$ cat src/rtl/xalu_ise_iter.sv
// Custom-instruction unit: rotate-right, xnor and funnel shifts for a RISC-V core.
// Operands go into a 64-bit work register that is shifted either at once or STEP bits per cycle.
module xalu_ise_iter #(
  parameter logic [2:0] ISE_V = 3'b111,
  parameter int         ITER  = 1,
  parameter int         STEP  = 4
) (
  input  logic        ise_clk,
  input  logic        ise_rst,
  input  logic [4:0]  ise_fn,
  input  logic [6:0]  ise_imm,
  input  logic [31:0] ise_in1,
  input  logic [31:0] ise_in2,
  input  logic        ise_val,
  output logic        ise_rdy,
  output logic        ise_oval,
  output logic [31:0] ise_out
);

  // state | meaning
  // IDLE  | ready, waiting for a supported request
  // SHIFT | iterative shift of W until R reaches zero
  // DONE  | one-cycle result pulse, then back to IDLE
  typedef enum logic [1:0] {IDLE, SHIFT, DONE} state_t;

  localparam logic [4:0] STEP_C = 5'(STEP);

  state_t      r_state, w_state_nxt;
  logic [63:0] r_w, w_w_nxt, w_cap_w;
  logic [4:0]  r_r, w_r_nxt, w_cap_r, w_amt, w_fixed_n;
  logic        w_rori, w_xnor, w_fsri, w_fsrn, w_sup, w_acc;
  logic        w_unused;

  // only the low two opcode bits distinguish CUSTOM_0..3
  assign w_unused = ^ise_fn[4:2];

  assign w_rori = ISE_V[0] && (ise_fn[1:0] == 2'd0) && (ise_imm[6:5] == 2'b00);
  assign w_xnor = ISE_V[0] && (ise_fn[1:0] == 2'd2) && (ise_imm == 7'd0);
  assign w_fsri = ISE_V[1] && (ise_fn[1:0] == 2'd1) && (ise_imm[6:5] == 2'b00);
  assign w_fsrn = ISE_V[2] && (ise_fn[1:0] == 2'd3) && (ise_imm[6:2] == 5'd0);
  assign w_sup  = w_rori || w_xnor || w_fsri || w_fsrn;
  assign w_acc  = (r_state == IDLE) && ise_val && w_sup;

  always_comb begin
    case (ise_imm[1:0])
      2'd0:    w_fixed_n = 5'd15;
      2'd1:    w_fixed_n = 5'd6;
      2'd2:    w_fixed_n = 5'd21;
      default: w_fixed_n = 5'd27;
    endcase
  end

  always_comb begin
    w_cap_w = {ise_in2, ise_in1};
    w_cap_r = w_fixed_n;
    if (w_rori) begin
      w_cap_w = {ise_in1, ise_in1};
      w_cap_r = ise_imm[4:0];
    end else if (w_fsri) begin
      w_cap_r = ise_imm[4:0];
    end else if (w_xnor) begin
      w_cap_w = {32'd0, ~(ise_in1 ^ ise_in2)};
      w_cap_r = 5'd0;
    end
  end

  // last step may be shorter than STEP so R lands exactly on zero
  assign w_amt = (r_r < STEP_C) ? r_r : STEP_C;

  always_comb begin
    w_state_nxt = r_state;
    w_w_nxt     = r_w;
    w_r_nxt     = r_r;
    case (r_state)
      IDLE: begin
        if (w_acc) begin
          if (ITER == 0) begin
            w_w_nxt     = w_cap_w >> w_cap_r;
            w_r_nxt     = 5'd0;
            w_state_nxt = DONE;
          end else begin
            w_w_nxt     = w_cap_w;
            w_r_nxt     = w_cap_r;
            w_state_nxt = (w_cap_r == 5'd0) ? DONE : SHIFT;
          end
        end
      end
      SHIFT: begin
        w_w_nxt = r_w >> w_amt;
        w_r_nxt = r_r - w_amt;
        if (r_r == w_amt) w_state_nxt = DONE;
      end
      DONE:    w_state_nxt = IDLE;
      default: w_state_nxt = IDLE;
    endcase
  end

  always_ff @(posedge ise_clk) begin
    if (ise_rst) begin
      r_state <= IDLE;
      r_w     <= 64'd0;
      r_r     <= 5'd0;
    end else begin
      r_state <= w_state_nxt;
      r_w     <= w_w_nxt;
      r_r     <= w_r_nxt;
    end
  end

  // reset gates the outputs so an aborted operation can never pulse
  assign ise_rdy  = (r_state == IDLE) && !ise_rst;
  assign ise_oval = (r_state == DONE) && !ise_rst;
  assign ise_out  = ise_oval ? r_w[31:0] : 32'd0;

endmodule

$ cat config.mk
export PLATFORM = sky130hd
export DESIGN_NAME = xalu_ise_iter
export DESIGN_NICKNAME = d
export VERILOG_FILES = /design/src/rtl/xalu_ise_iter.sv
export SDC_FILE = /design/constraint.sdc
export NUM_CORES = 1
export LEC_CHECK = 0
export CORE_UTILIZATION = 45
export CTS_CLUSTER_SIZE = 25
export DETAILED_ROUTE_END_ITERATION = 6
export PLACE_DENSITY = 0.82
export SYNTH_ARGS = -nofsm -noshare
export SYNTH_HDL_FRONTEND = slang
export SYNTH_SLANG_ARGS = --single-unit
$ cat constraint.sdc
create_clock -name ise_clk -period 2.75 [get_ports ise_clk]
set_input_delay 0.55 -clock ise_clk [delete_from_list [all_inputs] [get_ports ise_clk]]
set_output_delay 0.55 -clock ise_clk [all_outputs]
set_load 0.02 [all_outputs]
### Word-level counts from Yosys, hierarchy flattened

Cells that the tools add are included.

| storage, ports and cells | value |
|---|---|
| logic and storage cells | 57 |
| output and inout bits | 34 |
| input port bits | 79 |
| bits in registers | 71 |

| operators by class | value |
|---|---|
| muxes and demuxes | 17 |
| shifts and indexed selects | 1 |
| add/subtract/negate cells | 1 |
| eq/ne operators | 10 |
| reductions and logical operators | 22 |
| $lt $le $gt $ge | 1 |
| bitwise operators | 2 |

Operators by type and width:

| cell | count |
|---|---|
| 2-to-1 mux 64 bit | 4 |
| one-hot mux 64 bit (2 select lines) | 1 |
| >> shifter 64 x 5 -> 64 bit | 1 |
| 2-to-1 mux 32 bit | 1 |
| NOT 32 bit | 1 |
| XOR 32 bit | 1 |
| 2-to-1 mux 5 bit | 5 |
| one-hot mux 5 bit (3 select lines) | 1 |
| zero test 5 bit | 2 |
| one-hot mux 5 bit (2 select lines) | 1 |
| == test 2 bit, second input constant | 4 |
| logical AND 1 bit | 8 |
| zero test 2 bit | 4 |
| zero test 7 bit | 1 |
| == test 2 x 1 -> 1 bit, second input constant | 3 |
| 2-to-1 mux 2 bit | 3 |
| == test 5 bit | 1 |
| < comparator 5 x 3 -> 1 bit, second input constant | 1 |
| subtractor 5 bit | 1 |
| inequality test 2 bit, second input constant | 2 |
| one-hot mux 2 bit (2 select lines) | 1 |
| AND reduction 2 bit | 2 |
| logical OR 1 bit | 3 |
| nonzero test 2 bit | 1 |
| zero test 1 bit | 1 |

### Depth between registers and ports, before layout

| logic depth | value |
|---|---|
| word-level depth | 9 |
| mapped depth | 10 |
| depth with buffers taken out | 8 |

### Least setup slack after synthesis

OpenSTA, ideal clock, no wires.

| path | value |
|---|---|
| kind | input to register |
| start | in ise_fn[1] |
| end | reg r_w[33] |
| stages on the path | 8 |
| slack | 588 ps |
| path buffers | 3 |
| arrival | 2029 ps |
| data required time | 2617 ps |
| setup time | 133 ps |
| path through | buf_2 -> or4_1 -> clkbuf_1 -> buf_2 -> nand2_1 -> a21oi_1 -> a2111oi_0 -> nor3_1 |

| between the ends | value |
|---|---|
| cells in the longest elaborated chain, start to end | 8 |
| elaborated cells on any way between the ends | 19 |
| those cells by class | 4 x eq/ne; 5 x mux; 10 x reduce/logical |

Ends and longest elaborated chain:

| item | RTL line | source |
|---|---|---|
| start: declaration | 10 | `input logic [4:0] ise_fn,` |
| parallel branches: the longest is 8 deep, another holds 2-to-1 mux 64 bit | -- |  |
| end signal: assignment | 105 | `r_w <= w_w_nxt;` |
| end: declaration | 29 | `logic [63:0] r_w, w_w_nxt, w_cap_w;` |

Parallel ways; which one is timed is not known. The select of a mux whose other input is x is not followed.
A chain may end at the register's enable or synchronous reset.

### Worst setup path in the final report

| path | value |
|---|---|
| start | in ise_imm[2] |
| end | reg r_w[52] |

| between the ends | value |
|---|---|
| cells in the longest elaborated chain, start to end | 8 |
| elaborated cells on any way between the ends | 15 |
| those cells by class | 1 x eq/ne; 5 x mux; 9 x reduce/logical |

Ends and longest elaborated chain:

| item | RTL line | source |
|---|---|---|
| start: declaration | 11 | `input logic [6:0] ise_imm,` |
| parallel branches: the longest is 8 deep, another holds 2-to-1 mux 64 bit | -- |  |

Parallel ways; which one is timed is not known. The select of a mux whose other input is x is not followed.

==> flow_summary_export.csv <==
group,metric,value,unit
route,dr.first_iter.drc_count,1055,
power,powerDensity,378,nW/um^2
placement,gp_routability_congestion,0.911,
logic_synthesis,ys_warn_count,0,
cts,clockRootBuffer,"clkbuf_16",
route,vias,7057,
logic_synthesis,syn-num-nets,919,
floorplan,die_w,121,um
route,drc,0,
power,p_leak,2.58,nW
cts,ctsHtreeMaxLevel,3,
cells_and_area,area_growth,25.6,%
critical_path,critPathTopFamily,"buffers and inverters",
cts,cts_num_sinks,71,
timing,hold_violations,0,
logic_synthesis,synth_edf_count,0,
cts,cts_buffers,9,
min_path,hp-class,"reg2reg",
cts,cts.path.max_buffers,2,
logic_synthesis,syn_inst,834,
route,vias_per_cell,6.42,
timing,fmax,401,MHz
job,maxCapViolations,0,
critical_path,cpPeakStageDelay,430,ps
status,status,"finished, final reports clean",
route,wl,20.9,mm
logic_synthesis,synthArstFlopShare,0,%
logic_synthesis,synth_ff_type,"dfxtp_1",
grt,antenna_found_initial,0,
critical_path,crit_buf_inv,3,
cells_and_area,num_antenna_cells,0,
cts,cts_hold_buffers,0,
logic_synthesis,netlist_area,6370,um^2
cells_and_area,final_common_cell,"clkdlybuf4s50_1",
cts,post_cts_buffers,0,
grt,overflow,0,
floorplan,ios,113,
grt,grt_pass1_wl,33.7,mm
cells_and_area,nFillCells,1233,
cts,cts_tree,"yes",
logic_synthesis,synth.area.top_cells,"dfxtp_1, mux2i_1, a21oi_1",
cts,cts_resized,0,
grt,grt_max_degree,73,
timing,period_share,90.6,%
route,wl_per_cell,19.0,um
cts,insertion_delay,350,ps
cells_and_area,finalNetCount,999,
critical_path,critPathKind,"in2reg",
floorplan,rows,43,
placement,dpl.hpwl,14.6,mm
logic_synthesis,synth_top_area_share,22.3,%
power,ir_drop,206,uV
route,drtAntennaViolNets,0,
cells_and_area,drive_gt1_share,10.9,%
logic_synthesis,synth_top_area_cell,"dfxtp_1",
timing,final-setup-viol-count,0,
critical_path,crit_arrival,2690,ps
logic_synthesis,avgSynthCellArea,7.64,um^2
grt,grt_use_total,28.9,%
floorplan,dieArea,14600,um^2
timing,worst-slew-pin-transition,859,ps
logic_synthesis,synth_cell_type_count,73,
logic_synthesis,synth_seq_cells,71,
grt,grt_pass1_vias,6403,
cts,clk_pin_slew,60,ps
timing,slew_headroom,42.7,%
timing,drv_slew,0,
cells_and_area,mostFrequentLayoutCells,"clkdlybuf4s50_1, nand2_1, a21oi_1",
timing,fin_ws,259,ps
timing,min_period,2490,ps
critical_path,critical_path.cell_chain,"clkdlybuf4s50_1 > or3_1 > buf_12 > o31ai_4 > buf_4 > a21oi_1 > a2111oi_1 > nor3_1",
critical_path,crit_required,2940,ps
timing,fin_worst_skew,8.82,ps
route,firstDrtPassIters,7,
critical_path,end_kind,"flop",
placement,pre_cts_ws,-42.9,ps
power,finalPower,3.02,mW
critical_path,cp_slowest_cell,"a2111oi_1",
logic_synthesis,synth_seq_area_share,22.3,%
timing,rsz0062_at_grt,"false",
placement,io_buffers,109,
critical_path,cp_max_fo,28,
floorplan,coreArea,13800,um^2
critical_path,start_kind,"input pin",
floorplan,die_h,121,um
floorplan,initial_core_util,46.1,%
[cell usage after synthesis, types with 7 or more instances]
cell type  instances
nand2_1           96
a21oi_1           87
nor2_1            86
dfxtp_1           71
mux2i_1           53
o22ai_1           37
clkbuf_1          35
nor4_1            34
a211oi_1          33
and2_1            33
xor2_1            31
buf_2             25
nor3_1            25
o21ai_0           13
a311oi_1          12
buf_4             12
a221oi_1          11
a2111oi_1         10
buf_6             10
nand3_1            9
a2111oi_0          7
inv_1              7
[worst paths after layout]
path              slack [ps]  cells after the start  startpoint  endpoint
setup / recovery         260                      8  ise_imm[2]   r_w[52]
hold reg to reg          470                      2      r_w[0]    r_w[0]
setup reg to reg         310                      6      r_r[3]   r_w[35]
hold / removal           470                      2      r_w[0]    r_w[0]
[sequential cells by signal, indices dropped and copies added (netlist names)]
register and flops:
r_state 2, r_w 64, r_r 5
[per-layer routing]
metal | wire length [um] | up-vias | track usage [%]
met2 | 8930 | 487 | 42.9
met1 | 8920 | 3237 | 41.4
met3 | 2520 | 52 | 5.92
li1 | - | 3281 | -
met5 | 0 | - | 0
met4 | 534 | 0 | 9.41
[final cells by class]
class	count	area [um^2]	area share (%)
inverter	7	26.3	0.328
clock buffer	10	239	2.99
timing repair buffer	155	1560	19.4
multi-input combinational	670	4470	55.8
sequential	71	1420	17.8
clock inverter	6	67.6	0.844
tap	180	225	2.81
[through the flow]
stage | instance area [um^2] | utilization [%] | hold slack (ps) | std cells | setup TNS, ps
final | 8010 | 57.9 | 470 | 1099 | 0
after detailed placement | 7700 | 55.7 | 463 | 1083 | -122
after global placement | 7700 | 55.7 | 457 | 1083 | -63.3
after global routing | 8010 | 57.9 | 502 | 1099 | 0
after CTS | 8010 | 57.9 | 471 | 1099 | 0
after floorplan | 6370 | - | 441 | 834 | 0
[cells by family (layout without fill, tap and decap cells)]
logic type	after synthesis	count (layout)	synth area share, %
and+or+nand+nor	314	314	24.9
AOI/OAI and AO/OA	253	253	27.5
buffers and inverters	93	178	7.85
DFF	71	71	22.3
muxes	64	64	11.8
xor gates and xnor gates	32	32	4.40
adders and majority gates	6	6	1.18
other	1	1	0.0588
[report_power, final]
group / switching, mW / total (mW) / internal, mW
sequential: 0.0831 / 1.16 / 1.08
clock: 0.487 / 1.22 / 0.732
combinational: 0.343 / 0.640 / 0.297
total: 0.913 / 3.02 / 2.11
[worst register-to-register path: stages, from the launching register on]
cell and delay (ps):
dfxtp_1 490, nor4b_4 400, buf_12 340, mux2i_1 390, o22ai_1 140, a2111oi_0 440
nor3_1 90
No activity file was read; power rests on OpenSTA's default activity.
==> RTL edit, RTL diff (same settings) <==
Make the reset (`ise_rst`) asynchronous in one clocked block.
--- a/src/rtl/xalu_ise_iter.sv
+++ b/src/rtl/xalu_ise_iter.sv
@@ -95,7 +95,7 @@
     endcase
   end
 
-  always_ff @(posedge ise_clk) begin
+  always_ff @(posedge ise_clk or posedge ise_rst) begin
     if (ise_rst) begin
       r_state <= IDLE;
       r_w     <= 64'd0;
Check against the original RTL: same outputs for any inputs over 4 cycles, from zero or initial values and one cycle with ise_rst high; that may be too few to reach the edited logic, so the function may still have changed.
==> RTL edit against the original RTL <==
- routed wire length is 2.6% lower
- hold slack better by 0.060 ns
- sequential cell count stayed put
- cell area is 1.6% higher
- final cell count is 1.7% lower
- critical path type is now input pin to primary output
- area after synthesis is 2.6% lower
- setup slack worse by 0.14 ns
Power is not compared: it rests on default switching activity, and its combinational part moved more than twofold at a synthesized area within 25%.
==> RTL edit: results (changes against the original RTL) <==
metric;value;unit;change
synth_seq_area_share;28.63;%;was 22.31%
grt_max_degree;72;;was 73
nNetsFinal;985;;was 999
routedWlPerCell;18.85;microns;was 19.02 microns
async_flop_share;100.0;%;was 0%
yosysWarnings;0;;unchanged
worstMarginPinSlew;0.9806;ns;was 0.8594 ns
fin_area;8132;sq um;was 8005 sq um
synth-main-ff-cell;dfrtp_1;;was dfxtp_1
io_buffers;109;;unchanged
fillerInstances;1155;;was 1233
finClkSkew;0.01003;ns;was 0.008825 ns
cts_resized;32;;was 0
synth_area_leaders;dfrtp_1, mux2i_1, o21ai_0;;was dfxtp_1, mux2i_1, a21oi_1
avgSynthCellArea;7.805;sq um;was 7.641 sq um
p_leak;3.161;nW;
place_ws;-0.1664;ns;was -0.04288 ns
first_global_vias;6274;;was 6403
drive_gt1_share;14.49;%;was 10.88%
gp_congestion;0.9043;;was 0.9108
synth_cell_type_count;57;;was 73
wl;20360;microns;was 20910 microns
antenna_found_initial;0;;unchanged
max_stage_delay;0.62;ns;was 0.43 ns
syn_nets;880;;was 919
clockBufferDepth;2;;unchanged
worst_ep_arrival_time;2.08;ns;was 2.69 ns
dr.pass1.iters;5;;was 7
dpl.hpwl;14010;microns;was 14600 microns
dpl_cell_area;7873;sq um;was 7699 sq um
crit_family;buffers and inverters;;unchanged
cts_setup_buffers;0;;unchanged
status;complete, no violations;;unchanged
grt_util_all_layers;28.60;%;was 28.92%
ys_top_cells_by_count;dfrtp_1, nand2_1, o21ai_0;;was nand2_1, a21oi_1, nor2_1
grt_pass1_wl;32420;microns;was 33710 microns
slowest_stage;clkdlybuf4s50_1;;was a2111oi_1
place_inst;1065;;was 1083
vias_per_cell;6.394;;was 6.421
largestRegisters;r_w x64, r_r x5, r_state x2;;unchanged
drt-initial-drc-count;768;;was 1055
clk_latency;0.34;ns;
hold_class;register to register;;unchanged
critPathMaxFanout;33;;was 28
## RTL edit: cell families after synthesis
logic type / synth area share (%)
fa+ha+maj: 1.210
xor+xnor: 3.106
compound gates: 28.09
flops: 28.63
buf+inv: 6.271
mux: 12.18
simple gates: 20.45
other cells: 0.06044
## RTL edit: metal layers
| metal | vias to the layer above | track usage [%] | share of wire [%] |
|---|---|---|---|
| met5 | - | 0 | 0 |
| met4 | 0 | 9.297 | 2.0 |
| met3 | 41 | 3.400 | 9.9 |
| met2 | 402 | 45.39 | 47 |
| met1 | 3290 | 40.41 | 41 |
| li1 | 3173 | - | - |
## RTL edit: worst register-to-register path: stages, from the launching register on
cell     delay [ns]
dfrtp_1        0.59
or3_1          0.20
buf_4          0.47
nand2_1        0.15
ha_1           0.24
a21o_1         0.17
or3_1          0.30
a31oi_1        0.18
o22a_1         0.15
## RTL edit: path summary, 6_finish.rpt
kind / start / endpoint / slack, ns / cells after the start
max: ise_rst / ise_oval / 0.12 / 5
min: r_w[0] / r_w[0] / 0.53 / 1
max reg2reg: r_r[3] / r_r[2] / 0.24 / 8
min reg2reg: r_w[0] / r_w[0] / 0.53 / 1
max in group asynchronous: ise_rst / r_w[61] / 1.20 / 3
min in group asynchronous: ise_rst / r_r[4] / 0.90 / 3
## RTL edit: area by class of cell
| cell class | count | share of cell area (%) |
|---|---|---|
| Timing Repair Buffer | 176 | 20.19 |
| Clock inverter | 3 | 0.5232 |
| Sequential cell | 71 | 21.85 |
| Multi-Input combinational cell | 635 | 51.21 |
| Clock buffer | 12 | 3.154 |
| Tap cell | 176 | 2.708 |
| Inverter | 7 | 0.3693 |
## RTL edit: where the power goes
| group | switching (mW) | leakage (nW) | internal [mW] | total [mW] |
|---|---|---|---|---|
| logic | 2.72 | 2.21 | 2.20 | 4.92 |
| clock network | 0.454 | 0.145 | 0.746 | 1.20 |
| registers | 0.779 | 0.810 | 1.61 | 2.39 |
| total | 3.95 | 3.16 | 4.56 | 8.51 |
